### config.mk
export PLATFORM = sky130hd
export DESIGN_NAME = fetch_control
export DESIGN_NICKNAME = d
export VERILOG_FILES = /design/src/rtl/fetch_control.sv
export SDC_FILE = /design/constraint.sdc
export NUM_CORES = 1
export LEC_CHECK = 0
export ABC_AREA = 0
export BUFFER_PORTS_ARGS = -buffer_cell sky130_fd_sc_hd__buf_4
export CAP_MARGIN = 20
export CORE_MARGIN = 2
export CORE_UTILIZATION = 30
export CTS_BUF_LIST = sky130_fd_sc_hd__clkbuf_2 sky130_fd_sc_hd__clkbuf_4 sky130_fd_sc_hd__clkbuf_8
export CTS_CLUSTER_SIZE = 40
export DETAILED_ROUTE_END_ITERATION = 16
export PLACE_DENSITY = 0.48
export SYNTH_ARGS = -nofsm -noshare
export SYNTH_HDL_FRONTEND = slang
export SYNTH_SLANG_ARGS = --single-unit
### constraint.sdc
create_clock -name i_clk -period 7.7 [get_ports i_clk]
set_input_delay 1.54 -clock i_clk [delete_from_list [all_inputs] [get_ports i_clk]]
set_output_delay 1.54 -clock i_clk [all_outputs]
set_load 0.01 [all_outputs]
### src/rtl/fetch_control.sv
// Instruction-fetch sequencer: owns the PC, addresses the single-cycle ROM and
// registers the fetched word, its PC and PC+4 into the IF/ID stage.
module fetch_control #(
   parameter int          profundidad = 1024,
   parameter logic [31:0] PC_RESET    = 32'h0000_0000,
   parameter logic [31:0] NOP         = 32'h0000_0013
) (
   input  logic                           i_clk,
   input  logic                           i_reset,
   input  logic                           i_stall,
   input  logic                           i_branch_taken,
   input  logic [31:0]                    i_branch_target,
   output logic [$clog2(profundidad)-1:0] o_rom_address,
   input  logic [31:0]                    i_rom_data,
   output logic [31:0]                    o_instr,
   output logic [31:0]                    o_pc_id,
   output logic [31:0]                    o_pc_plus4_id,
   output logic                           o_instr_valid,
   output logic                           o_fetch_error
);

   localparam int          AW     = $clog2(profundidad);
   localparam logic [32:0] LIMITE = 33'(profundidad) << 2;

   typedef enum logic [1:0] {
      ARRANQUE,
      RUN,
      HALT
   } estado_t;

   // An address is fetchable only when word-aligned and inside the ROM.
   function automatic logic esLegal(input logic [31:0] a);
      return (a[1:0] == 2'b00) && ({1'b0, a} < LIMITE);
   endfunction

   estado_t     r_estado;
   logic [31:0] r_pc;
   logic [31:0] r_instr;
   logic [31:0] r_pcId;
   logic [31:0] r_pcPlus4Id;
   logic        r_instrValid;
   logic        r_fetchError;

   logic [31:0] w_pcPlus4;
   logic        w_pcPlus4Legal;
   logic        w_targetLegal;

   assign w_pcPlus4      = r_pc + 32'd4;
   assign w_pcPlus4Legal = esLegal(w_pcPlus4);
   assign w_targetLegal  = esLegal(i_branch_target);

   // The ROM address depends only on the PC register, never on stall/branch.
   assign o_rom_address = r_pc[AW+1:2];
   assign o_instr       = r_instr;
   assign o_pc_id       = r_pcId;
   assign o_pc_plus4_id = r_pcPlus4Id;
   assign o_instr_valid = r_instrValid;
   assign o_fetch_error = r_fetchError;

   always_ff @(posedge i_clk) begin
      if (i_reset) begin
         r_estado     <= ARRANQUE;
         r_pc         <= PC_RESET;
         r_instr      <= NOP;
         r_pcId       <= 32'd0;
         r_pcPlus4Id  <= 32'd0;
         r_instrValid <= 1'b0;
         r_fetchError <= 1'b0;
      end else begin
         case (r_estado)
            ARRANQUE: begin
               if (esLegal(PC_RESET)) begin
                  r_estado <= RUN;
               end else begin
                  r_estado     <= HALT;
                  r_fetchError <= 1'b1;
               end
            end
            RUN: begin
               // A redirect beats a stall; the word fetched this cycle is squashed.
               if (i_branch_taken) begin
                  r_instr      <= NOP;
                  r_instrValid <= 1'b0;
                  if (w_targetLegal) begin
                     r_pc <= i_branch_target;
                  end else begin
                     r_estado     <= HALT;
                     r_fetchError <= 1'b1;
                  end
               end else if (!i_stall) begin
                  r_instr      <= i_rom_data;
                  r_pcId       <= r_pc;
                  r_pcPlus4Id  <= w_pcPlus4;
                  r_instrValid <= 1'b1;
                  if (w_pcPlus4Legal) begin
                     r_pc <= w_pcPlus4;
                  end else begin
                     r_estado     <= HALT;
                     r_fetchError <= 1'b1;
                  end
               end
            end
            HALT: begin
               r_instr      <= NOP;
               r_instrValid <= 1'b0;
               r_fetchError <= 1'b1;
            end
            default: begin
               r_estado <= HALT;
            end
         endcase
      end
   end

endmodule

==> flow_metrics.py <==
metrics = {
    "outcome": {
        "status": "finished clean",
    },
    "finish": {
        "finish.cell_count_without_fillers": 1052,
        "num_antenna_cells": 0,
        "drive_gt1_share_pct": 28.6,
        "nets": 874,
        "layout-area-overhead-vs-synth_pct": 29.6,
        "post-route-util_pct": 39.7,
    },
    "synthesis": {
        "synth_largest_type_area_fraction_pct": 45.3,
        "synthesis.nets": 750,
        "synth_cells": 681,
        "ys_seq_elements": 130,
        "avgSynthCellArea_um2": 8.44,
        "synth_area_um2": 5750,
        "synth.lib_cells_used.distinct": 57,
        "yosysWarnings": 0,
        "yosys-top-cells-count": "130 x sky130_fd_sc_hd__dfxtp_1, 82 x sky130_fd_sc_hd__nand2_1, 81 x sky130_fd_sc_hd__nor2_1, 44 x sky130_fd_sc_hd__a21oi_1, 38 x sky130_fd_sc_hd__clkbuf_1",
        "biggest_area_contributors_in_the_synthesized_netlist": "sky130_fd_sc_hd__dfxtp_1 45%, sky130_fd_sc_hd__nand2_1 5.4%, sky130_fd_sc_hd__nor2_1 5.3%",
        "synth_top_area_cell": "sky130_fd_sc_hd__dfxtp_1",
        "synth-edff-count": 0,
        "seq_area_frac_synth_pct": 45.3,
        "synthMostInstantiatedCell": "sky130_fd_sc_hd__dfxtp_1",
        "synth-main-ff-cell": "sky130_fd_sc_hd__dfxtp_1",
        "share_of_synthesized_registers_carrying_an_async_set_or_reset_pct": 0,
    },
    "worst_setup_path": {
        "worst-path-buf-inv": 0,
        "worst-path-max-fanout": 18,
        "timing.critical_path.arrival_ps": 4000,
        "path_cells": "ha_1 > nand4_1 > nor4_2 > nand3_1 > a211oi_1 > nand4_1 > nor4_4 > nor3_2 > and2_1",
        "worstPathRequired_ps": 8040,
        "setup.worst_path.class": "reg2reg",
        "worstSetupStartpointType": "flip-flop",
        "kind_of_end_point_of_the_critical_path": "flip-flop",
        "cp_common_cell": "sky130_fd_sc_hd__nand4_1",
        "reg2reg_setup_slack_ps": 4030,
        "worst_path_max_delay_cell": "sky130_fd_sc_hd__nor4_4",
        "timing.critical_path.slowest_cell_delay_ps": 670,
        "category_of_cells_accounting_for_the_largest_share_of_critical_path_delay": "simple AND/OR/NAND/NOR gates",
    },
    "route": {
        "finalWirelength_mm": 16.8,
        "ratio_of_routed_vias_to_standard_cells": 4.97,
        "post_drt_wl_per_cell_um": 16.0,
        "drt_pre_antenna_iters": 4,
        "drt_drc_violations_left": 0,
        "num_vias": 5230,
        "drt.antenna.violating_nets": 0,
        "drt-initial-drc-count": 280,
    },
    "die": {
        "design.die.area_um2": 20300,
        "fp.coreArea_um2": 18800,
        "start_util_pct": 30.6,
        "die_width_um": 142,
        "std_cell_rows": 50,
        "chipHeight_um": 142,
        "ios": 176,
    },
    "sta": {
        "number_of_max_slew_violations_in_the_final_report": 0,
        "tns_ps": 0,
        "final_period_minus_worst_setup_slack_ps": 3670,
        "max_slew.worst_pin.slew_ps": 894,
        "fin_crit_share_pct": 47.7,
        "hold_viol": 0,
        "timing.clock.skew_ps": 15.2,
        "grt_setup_unrepaired": "no",
        "setup-violations-final": 0,
        "max_freq_mhz": 273,
        "worst_rel_slew_slack_pct": 40.1,
        "hold_ws_ps": 457,
    },
    "cts": {
        "cts_tree": "yes",
        "clock_path_buffers": 2,
        "post-cts-setup-buffers": 0,
        "cts_resized": 0,
        "clkSinkCount": 130,
        "htree_num_levels": 4,
        "cts.clk_slew.worst_paths_ps": 80,
        "insertion_delay_ps": 440,
        "postCtsHoldBufs": 0,
        "cts_inserted_buffers": 17,
        "root_buffer": "sky130_fd_sc_hd__clkbuf_8",
    },
    "global_route": {
        "grt_first_pass_wirelength_mm": 26.4,
        "grt_start_max_net_pins": 79,
        "gr-total-overflow": 0,
        "grt_pass1_vias": 5102,
        "grt.total_usage_pct": 16.4,
        "grt_antenna_before_repair": 0,
    },
    "power": {
        "p_per_area_nw_per_um2": 191,
        "cellLeakagePower_nw": 2.85,
        "vdd.ir_drop.worst_mv": 0.0907,
    },
    "placed_design": {
        "dp_cells": 1019,
        "port_bufs": 175,
        "dpl.hpwl_mm": 11.9,
        "gp_congestion": 0.806,
    },
    "worst_hold_path": {
        "timing.hold.worst.class": "reg2reg",
    },
    "flow_run": {
        "max_cap_violations": 0,
    },
}
-- per-layer routing --
metal | global-route usage, % | up-vias | wire length, um
met5 | 0 | - | 0
met4 | 5.21 | 0 | 235
met3 | 5.65 | 16 | 1170
met2 | 27.0 | 172 | 7820
met1 | 20.1 | 2432 | 7560
li1 | - | 2610 | -
-- kinds of logic (layout without fill, tap and decap cells) --
group | Yosys count | after routing | synth area share, %
DFF | 130 | 130 | 45.3
xor gates and xnor gates | 35 | 35 | 5.34
adders and majority gates | 1 | 1 | 0.218
buffers and inverters | 82 | 219 | 6.82
AOI/OAI and AO/OA | 143 | 143 | 16.7
and+or+nand+nor | 287 | 287 | 25.2
muxes | 3 | 3 | 0.523
-- placed cells by master (no fill, tap or decap), drive strengths merged, types with 8 or more instances in the layout --
cell / netlist / final
a211oi: 30 / 30
a21oi: 44 / 44
a22oi: 30 / 30
and2: 26 / 26
and3: 8 / 8
buf: 38 / 181
clkbuf: 38 / 17
dfxtp: 130 / 130
inv: 6 / 12
nand2: 82 / 82
nand3: 15 / 15
nand4: 19 / 19
nor2: 82 / 82
nor3: 17 / 17
nor4: 18 / 18
o21ai: 11 / 11
xnor2: 23 / 23
xor2: 12 / 12
-- flip-flops by register name (all words and copies together) (netlist names) --
register       count
r_estado           2
o_pc_id           32
o_pc_plus4_id     30
r_pc              32
o_instr_valid      1
o_fetch_error      1
o_instr           32
-- worst paths after layout --
check,cells after the start,end,start
max,9,r_pc[29],r_pc[2]
max reg2reg,9,r_pc[29],r_pc[2]
min reg2reg,2,o_pc_id[10],o_pc_id[10]
min,2,o_pc_id[10],o_pc_id[10]
-- worst reg2reg max path: stages (launching register included) --
cell and delay, ps:
sky130_fd_sc_hd__dfxtp_1 530, sky130_fd_sc_hd__ha_1 330, sky130_fd_sc_hd__nand4_1 310, sky130_fd_sc_hd__nor4_2 550, sky130_fd_sc_hd__nand3_1 160, sky130_fd_sc_hd__a211oi_1 260, sky130_fd_sc_hd__nand4_1 200, sky130_fd_sc_hd__nor4_4 670
sky130_fd_sc_hd__nor3_2 300, sky130_fd_sc_hd__and2_1 260
-- power breakdown --
part	total, W	internal, W	switching, W
Clock	0.000596	0.000296	0.000300
Combinational	0.000127	0.0000599	0.0000676
Sequential	0.000699	0.000687	0.0000124
Total	0.00142	0.00104	0.000380
-- stage by stage --
step,instance area [um^2],setup WS [ps],total power [W]
2_1_floorplan,5750,4130,0.000778
3_3_place_gp,7030,3850,0.000839
3_5_place_dp,7030,3790,0.000842
4_1_cts,7430,4000,0.00144
5_1_grt,7450,3700,0.00149
6_report,7450,4030,0.00142
-- layout make-up --
type                       instances  area (um^2)
clock buffer                      17          234
clock inverter                    15          171
fill                            1968        11300
inverter                           6         22.5
multi-input combinational        469         2760
sequential                       130         2600
tap                              234          293
timing repair buffer             181         1370
Power figures use the tool's default switching activity.
